<file path="src/rtl/cpu4_pkg.sv">
// Shared definitions for the 4-bit accumulator CPU: widths, opcodes,
// controller state type and the decoder's operand/destination selectors.
package cpu4_pkg;

  localparam int DATA_W = 4;
  localparam int INST_W = 8;
  localparam int OP_W   = 4;

  localparam logic [OP_W-1:0] OP_JNC    = 4'h0;
  localparam logic [OP_W-1:0] OP_MOV_AI = 4'h1;
  localparam logic [OP_W-1:0] OP_MOV_BI = 4'h2;
  localparam logic [OP_W-1:0] OP_MOV_AB = 4'h3;
  localparam logic [OP_W-1:0] OP_ADD_AI = 4'h4;
  localparam logic [OP_W-1:0] OP_ADD_AB = 4'h5;
  localparam logic [OP_W-1:0] OP_SUB_AI = 4'h6;
  localparam logic [OP_W-1:0] OP_SUB_AB = 4'h7;
  localparam logic [OP_W-1:0] OP_NOT_A  = 4'h8;
  localparam logic [OP_W-1:0] OP_NOT_B  = 4'h9;
  localparam logic [OP_W-1:0] OP_OR_AI  = 4'hA;
  localparam logic [OP_W-1:0] OP_OR_AB  = 4'hB;
  localparam logic [OP_W-1:0] OP_AND_AI = 4'hC;
  localparam logic [OP_W-1:0] OP_AND_AB = 4'hD;
  localparam logic [OP_W-1:0] OP_XOR_AI = 4'hE;
  localparam logic [OP_W-1:0] OP_XOR_AB = 4'hF;

  typedef enum logic [1:0] {
    ST_IDLE  = 2'd0,
    ST_FETCH = 2'd1,
    ST_EXEC  = 2'd2,
    ST_WB    = 2'd3
  } state_t;

  typedef enum logic [1:0] {
    DEST_NONE = 2'd0,
    DEST_A    = 2'd1,
    DEST_B    = 2'd2
  } dest_sel_t;

  typedef enum logic [1:0] {
    D1_ZERO = 2'd0,
    D1_IMM  = 2'd1,
    D1_A    = 2'd2,
    D1_B    = 2'd3
  } d1_sel_t;

  typedef enum logic [1:0] {
    D2_ZERO = 2'd0,
    D2_IMM  = 2'd1,
    D2_B    = 2'd2
  } d2_sel_t;

endpackage

</file>
<file path="src/rtl/cpu_ctrl_decode.sv">
// Purely combinational opcode decoder: tells the controller which
// operands to put on the ALU buses and which register the result lands in.
module cpu_ctrl_decode
  import cpu4_pkg::*;
(
  input  logic [OP_W-1:0] opcode,
  output dest_sel_t       dest_sel,
  output d1_sel_t         d1_sel,
  output d2_sel_t         d2_sel,
  output logic            uses_alu,
  output logic            is_jnc
);

  // Map each opcode onto operand sources and a destination; unused D2 stays zero.
  always_comb begin
    dest_sel = DEST_NONE;
    d1_sel   = D1_ZERO;
    d2_sel   = D2_ZERO;
    uses_alu = 1'b1;
    is_jnc   = 1'b0;
    case (opcode)
      OP_JNC: begin
        uses_alu = 1'b0;
        is_jnc   = 1'b1;
      end
      OP_MOV_AI: begin
        d1_sel   = D1_IMM;
        dest_sel = DEST_A;
      end
      OP_MOV_BI: begin
        d1_sel   = D1_IMM;
        dest_sel = DEST_B;
      end
      OP_MOV_AB: begin
        d1_sel   = D1_B;
        dest_sel = DEST_A;
      end
      OP_ADD_AI, OP_SUB_AI, OP_OR_AI, OP_AND_AI, OP_XOR_AI: begin
        d1_sel   = D1_A;
        d2_sel   = D2_IMM;
        dest_sel = DEST_A;
      end
      OP_ADD_AB, OP_SUB_AB, OP_OR_AB, OP_AND_AB, OP_XOR_AB: begin
        d1_sel   = D1_A;
        d2_sel   = D2_B;
        dest_sel = DEST_A;
      end
      OP_NOT_A: begin
        d1_sel   = D1_A;
        dest_sel = DEST_A;
      end
      OP_NOT_B: begin
        d1_sel   = D1_B;
        dest_sel = DEST_B;
      end
      default: begin
        uses_alu = 1'b0;
      end
    endcase
  end

endmodule

</file>
<file path="src/rtl/cpu_ctrl.sv">
// Multi-cycle controller for a 4-bit CPU with an external registered ALU.
// Each instruction runs FETCH -> EXEC -> WB; the ALU result registered at
// the end of EXEC is written back to A/B and FLAG_C during WB.
module cpu_ctrl
  import cpu4_pkg::*;
(
  input  logic              clk,
  input  logic              rst_n,
  input  logic              run,
  output logic [DATA_W-1:0] rom_addr,
  input  logic [INST_W-1:0] rom_data,
  output logic [OP_W-1:0]   alu_inst,
  output logic [DATA_W-1:0] alu_d1,
  output logic [DATA_W-1:0] alu_d2,
  input  logic [DATA_W-1:0] alu_out,
  input  logic              alu_c,
  output logic [DATA_W-1:0] reg_a,
  output logic [DATA_W-1:0] reg_b,
  output logic              flag_c,
  output logic              busy
);

  state_t            state;
  state_t            next_state;
  logic [DATA_W-1:0] pc;
  logic [INST_W-1:0] ir;
  logic [OP_W-1:0]   opcode;
  logic [DATA_W-1:0] imm;
  logic [DATA_W-1:0] pc_inc;
  logic [DATA_W-1:0] d1_val;
  logic [DATA_W-1:0] d2_val;
  dest_sel_t         dest_sel;
  d1_sel_t           d1_sel;
  d2_sel_t           d2_sel;
  logic              uses_alu;
  logic              is_jnc;

  assign opcode   = ir[INST_W-1:DATA_W];
  assign imm      = ir[DATA_W-1:0];
  assign pc_inc   = pc + 4'd1;
  assign rom_addr = pc;
  assign busy     = (state != ST_IDLE);

  cpu_ctrl_decode u_decode (
    .opcode   (opcode),
    .dest_sel (dest_sel),
    .d1_sel   (d1_sel),
    .d2_sel   (d2_sel),
    .uses_alu (uses_alu),
    .is_jnc   (is_jnc)
  );

  // Operand multiplexers feeding the ALU buses while in EXEC.
  always_comb begin
    d1_val = '0;
    d2_val = '0;
    case (d1_sel)
      D1_IMM:  d1_val = imm;
      D1_A:    d1_val = reg_a;
      D1_B:    d1_val = reg_b;
      default: d1_val = '0;
    endcase
    case (d2_sel)
      D2_IMM:  d2_val = imm;
      D2_B:    d2_val = reg_b;
      default: d2_val = '0;
    endcase
  end

  // Next-state sequencing; ALU buses are only driven during EXEC so the ALU holds otherwise.
  always_comb begin
    next_state = state;
    alu_inst   = '0;
    alu_d1     = '0;
    alu_d2     = '0;
    case (state)
      ST_IDLE: begin
        if (run) next_state = ST_FETCH;
      end
      ST_FETCH: begin
        next_state = ST_EXEC;
      end
      ST_EXEC: begin
        next_state = ST_WB;
        if (uses_alu) begin
          alu_inst = opcode;
          alu_d1   = d1_val;
          alu_d2   = d2_val;
        end
      end
      ST_WB: begin
        next_state = run ? ST_FETCH : ST_IDLE;
      end
      default: begin
        next_state = ST_IDLE;
      end
    endcase
  end

  // State register with synchronous active-low reset.
  always_ff @(posedge clk) begin
    if (!rst_n) begin
      state <= ST_IDLE;
    end else begin
      state <= next_state;
    end
  end

  // Architectural state: IR captured in FETCH, results and PC committed in WB; reset wins over the write.
  always_ff @(posedge clk) begin
    if (!rst_n) begin
      pc     <= '0;
      ir     <= '0;
      reg_a  <= '0;
      reg_b  <= '0;
      flag_c <= 1'b0;
    end else begin
      if (state == ST_FETCH) begin
        ir <= rom_data;
      end
      if (state == ST_WB) begin
        if (is_jnc) begin
          pc <= flag_c ? pc_inc : imm;
        end else begin
          case (dest_sel)
            DEST_A:  reg_a <= alu_out;
            DEST_B:  reg_b <= alu_out;
            default: ;
          endcase
          flag_c <= alu_c;
          pc     <= pc_inc;
        end
      end
    end
  end

endmodule

</file>
<file path="config.mk">
export PLATFORM = sky130hd
export DESIGN_NAME = cpu_ctrl
export DESIGN_NICKNAME = d
export VERILOG_FILES = /design/src/rtl/cpu4_pkg.sv /design/src/rtl/cpu_ctrl_decode.sv /design/src/rtl/cpu_ctrl.sv
export SDC_FILE = /design/constraint.sdc
export NUM_CORES = 1
export LEC_CHECK = 0
export CORE_UTILIZATION = 50
export DETAILED_ROUTE_END_ITERATION = 10
export PLACE_DENSITY = 0.95
export SYNTH_ARGS = -nofsm -noshare
export SYNTH_HDL_FRONTEND = slang
export SYNTH_SLANG_ARGS = --single-unit
</file>
<file path="constraint.sdc">
create_clock -name clk -period 5.35 [get_ports clk]
set_input_delay 1.605 -clock clk [delete_from_list [all_inputs] [get_ports clk]]
set_output_delay 1.605 -clock clk [all_outputs]
set_load 0.01 [all_outputs]
</file>
Yosys cells after proc, flatten, opt, wreduce, memory -nomap -nowiden
Cells that the tools add are included.

storage, ports and cells
  memory bits (writable) = 0
  bits in read-only memories = 0
  register bits after elaboration = 23
  memories kept = 0
  bits of input ports = 16
  bits in latches = 0

cells by class
  multiplexer cells = 17
  reductions and logical operators = 13
  div/mod/pow operators = 0
  $lt $le $gt $ge = 0
  equality and inequality tests = 26
  bitwise operators = 1
  shifts and indexed selects = 0
  add/sub/neg operators = 1
  $mul = 0

operators by type and width
  cell                   count
  $eq A4 B4 Y1 const B   8
  $mux W4                8
  $eq A4 B3 Y1 const B   4
  $reduce_or A13 Y1      1
  $eq A2 B2 Y1 const B   6
  $pmux W4 S3            1
  $reduce_or A11 Y1      1
  $reduce_or A5 Y1       2
  $eq A2 B1 Y1 const B   4
  $eq A4 B2 Y1 const B   2
  $pmux W2 S2            2
  $pmux W2 S4            1
  $pmux W4 S2            1
  $pmux W2 S3            1
  $reduce_and A3 Y1      2
  $reduce_or A2 Y1       3
  $add A4 B1 Y4 const B  1
  $eq A4 B1 Y1 const B   1
  $logic_not A4 Y1       1
  $logic_not A2 Y1       1
  $mux W1                2
  $mux W2                1
  $ne A2 B2 Y1 const B   1
  $reduce_and A2 Y1      1
  2 further kinds        2

Logic depth before layout (Yosys ltp)
  depth in word-level cells = 7
  gate-level depth with buffers = 7
  mapped depth without buffers = 6

Modules after synthesis
Synthesis repeated with hierarchy kept, for this count alone.

second synthesis, totals
  cell total of the unflattened synthesis = 148
  area total of the unflattened synthesis = 1362.6 um^2

by module, submodules not included
  module           instances  area an instance (um^2)  cells an instance  sequential area each (um^2)
  cpu_ctrl         1          1255.0                   135                460.4
  cpu_ctrl_decode  1          107.6                    13                 0.0

Worst setup path before layout
Ideal clock, no wire load.

  path type = flip-flop to output port
  start = register ir[7]
  end = output alu_d2[0]
  required time = 3.745 ns
  arrival time = 1.800 ns
  setup slack = 1.945 ns
  path buffers = 1
  stages on the path, launching flop included = 7
  cell sequence = dfxtp_1 -> clkbuf_1 -> a21oi_1 -> or2_2 -> ha_1 -> or3_1 -> nor2_1

on the way
  longest elaborated chain between the ends = 7
  elaborated cells on any way between the ends = 19

RTL lines
  item                                                 line                   text
  start, declared                                      cpu_ctrl.sv:26         logic [INST_W-1:0] ir;
  start signal, assigned                               cpu_ctrl.sv:119        ir <= rom_data;
  $eq A4 B3 Y1 / $eq A4 B4 Y1 (equally long branches)  cpu_ctrl_decode.sv:21  case (opcode)
  $reduce_or A5 Y1 (on tied branches)                  -
  $pmux W2 S2                                          cpu_ctrl_decode.sv:21
  $eq A2 B2 Y1 / $eq A2 B1 Y1 (equally long branches)  cpu_ctrl.sv:63         case (d2_sel)
  $pmux W4 S2                                          cpu_ctrl.sv:63
  $mux W4 (*)                                          cpu_ctrl.sv:85         if (uses_alu) begin
  $mux W4 (*)                                          cpu_ctrl.sv:76         case (state)
  end, declared                                        cpu_ctrl.sv:14         output logic [DATA_W-1:0] alu_d2,

Every way passes the cells marked *; elsewhere a longest branch is shown, timed or not.

Worst setup path in the final report
  start = register ir[7]
  end = output alu_d2[2]

Same word-level chain as after synthesis.

==> reports/metrics.cfg <==
[power_and_ir_drop]
power.density_nw_per_um2 = 322.0
leakagePower_nw = 0.6973
ir_drop_v = 0.0003458

[setup_path]
crit_required_ps = 3740
path_max_fanout = 10
end_kind = output pin
crit_type = flop to output pin
arrival_ps = 2670
reg2reg_depth = 3
start_kind = flop

[yosys]
synthCells = 159
ys_seq_area_share_pct = 33.95
yosysUniqueCellTypes = 39
syn_nets = 183
synth_area_um2 = 1356
async_reset_ff_share_pct = 0
synth-main-ff-cell = dfxtp_1
synth-edff-count = 0
ys_seq_elements = 23
avgSynthCellArea_um2 = 8.530
ys_warn_count = 0

[detailed_routing]
wl_um = 3363
routedWlPerCell_um = 15.01
vias_per_cell = 5.754
drcViolationCount = 0
vias = 1289
drt_iter0_drc = 29
final_antenna_net_count = 0
dr.pass1.iters = 4

[sta]
min_period_over_period_pct = 79.90
fin_hold_ws_ps = 491.2
hold_viol_final = 0
fin_tns_setup_ps = 0
worst_slack_ps = 1075
max_slew_margin_pct = 44.08
final_max_slew_viol_count = 0
worst_pin_slew_ps = 833.8
finalClockSkew_ps = 2.606
finalSetupViolCount = 0
fin_crit_ps = 4275
rsz0062_at_grt = no
fmax_mhz = 233.9

[clock_network]
clockBufferDepth = 2
numCtsBuffers = 3
clock_latency_ps = 310
ctsResizeCount = 0
htreeDepth = 1
cts_tree = done
cts_hold_buf = 0
path_clk_slew_ps = 130
cts_sinks = 23
cts_setup_buffers = 0
cts_root_buf = clkbuf_4

[layout]
multiInputGateArea_um2 = 803.3
seq_area_um2 = 460.4
antennaDiodeCount = 0
n_fill_cell = 208
utilization_pct = 70.73
final_cell_area_um2 = 1784
drive_gt1_share_pct = 3.093
layout.nets = 219
area_growth_pct = 31.55

[place]
globalplace.congestion = 0.8519
port_buffers = 41
pre_cts_ws_ps = 1437
dpl_cell_area_um2 = 1757
hpwl_um = 2542

[floorplan]
start_util_pct = 53.77
row_count = 18
dieArea_um2 = 2925
die_w_um = 54.08
core-area_um2 = 2522
die_h_um = 54.08
io-pin-count = 42

[grt]
overflow = 0
grt_pass1_vias = 1259
grt_pass1_wl_um = 5388
grt_max_degree = 24
grt_usage_pct = 25.53
antenna_found_initial = 0

[worst_hold_path]
whs_path_depth = 2
hold_class = flop to flop

[outcome]
status = finished clean

[job]
maxCapViolations = 0

[placed cells by master (no fill, tap or decap), drive strengths merged, types with 2 or more instances in the layout]
master	instances
clkdlybuf4s50	41
nor2	14
a211oi	2
clkbuf	3
o32ai	4
mux2i	21
nor3b	2
or4	2
nand3	4
and3b	2
a21oi	3
dfxtp	23
o21ai	6
nand3b	2
inv	12
ha	8
nor2b	3
and2	4
nand2b	3
a22oi	4
a31oi	3
nand2	14
[sequential cells by signal, summed over array words and instances, names as in the netlist]
| register | flops |
|---|---|
| state | 2 |
| rom_addr | 4 |
| reg_b | 4 |
| reg_a | 4 |
| flag_c | 1 |
| ir | 8 |
[final cells by class]
class                           count  share of cell area, %
Clock buffer                        3                  1.262
Clock inverter                      1                 0.2805
Inverter                           12                  2.525
Multi-Input combinational cell    114                  45.02
Sequential cell                    23                  25.81
Tap cell                           30                  2.104
Timing Repair Buffer               41                  23.00
[report_power, final]
| part | switching [mW] | total [mW] | internal, mW | leakage (nW) |
|---|---|---|---|---|
| combinational | 0.134 | 0.251 | 0.117 | 0.493 |
| clock | 0.0538 | 0.0818 | 0.0280 | 0.0177 |
| sequential | 0.0418 | 0.241 | 0.200 | 0.187 |
| total | 0.230 | 0.574 | 0.345 | 0.697 |
[cell families after synthesis]
logic type / share of synthesized area, %
AND/OR/NAND/NOR: 21.86
AO/OA/AOI/OAI: 14.48
flip-flops: 33.95
buffers and inverters: 6.825
multiplexers: 15.50
adder cells (fa/ha/maj): 7.380
[cells in the mapped netlist, drive strengths merged, types with 3 or more instances]
master	number	area [um^2]
o32ai	4	35.03
dfxtp	23	460.4
nor2b	3	18.77
o21ai	6	30.03
buf	3	20.01
clkbuf	7	27.52
a22oi	4	30.03
mux2i	21	210.2
ha	8	100.1
nand3	4	20.02
nand2	14	52.55
a31oi	3	18.77
and2	4	25.02
inv	12	45.04
nand2b	3	18.77
a21oi	3	15.01
nor2	14	52.55
[worst max-delay path: stages, from the launching register on]
cell and delay, ps:
dfxtp_1 500, a21oi_1 150, or2_2 310, ha_1 290, or3_1 410, nor2_1 140, clkdlybuf4s50_1 540
[stage by stage]
step                      total power [mW]  std cells
after floorplan                     0.4189        159
after global placement              0.4763        220
after detailed placement            0.4949        220
after CTS                           0.5759        224
after global routing                0.6137        224
final                               0.5745        224
[per-layer routing]
metal | track usage [%] | vias up | routed length [um]
met3 | 5.085 | 2 | 147
li1 | - | 627 | -
met5 | 0 | - | 0
met4 | 4.274 | 0 | 12
met1 | 31.36 | 619 | 1508
met2 | 46.09 | 41 | 1693
[path summary, 6_finish.rpt]
check | start | to | slack, ps
hold reg to reg | reg_a[2]$_SDFFE_PN0P_ | reg_a[2]$_SDFFE_PN0P_ | 490
setup / recovery | ir[7]$_SDFFE_PN0N_ | alu_d2[2] | 1080
setup reg to reg | ir[4]$_SDFFE_PN0N_ | rom_addr[3]$_SDFFE_PN0P_ | 3300
hold / removal | reg_a[2]$_SDFFE_PN0P_ | reg_a[2]$_SDFFE_PN0P_ | 490
No activity file was read; power rests on OpenSTA's default activity.
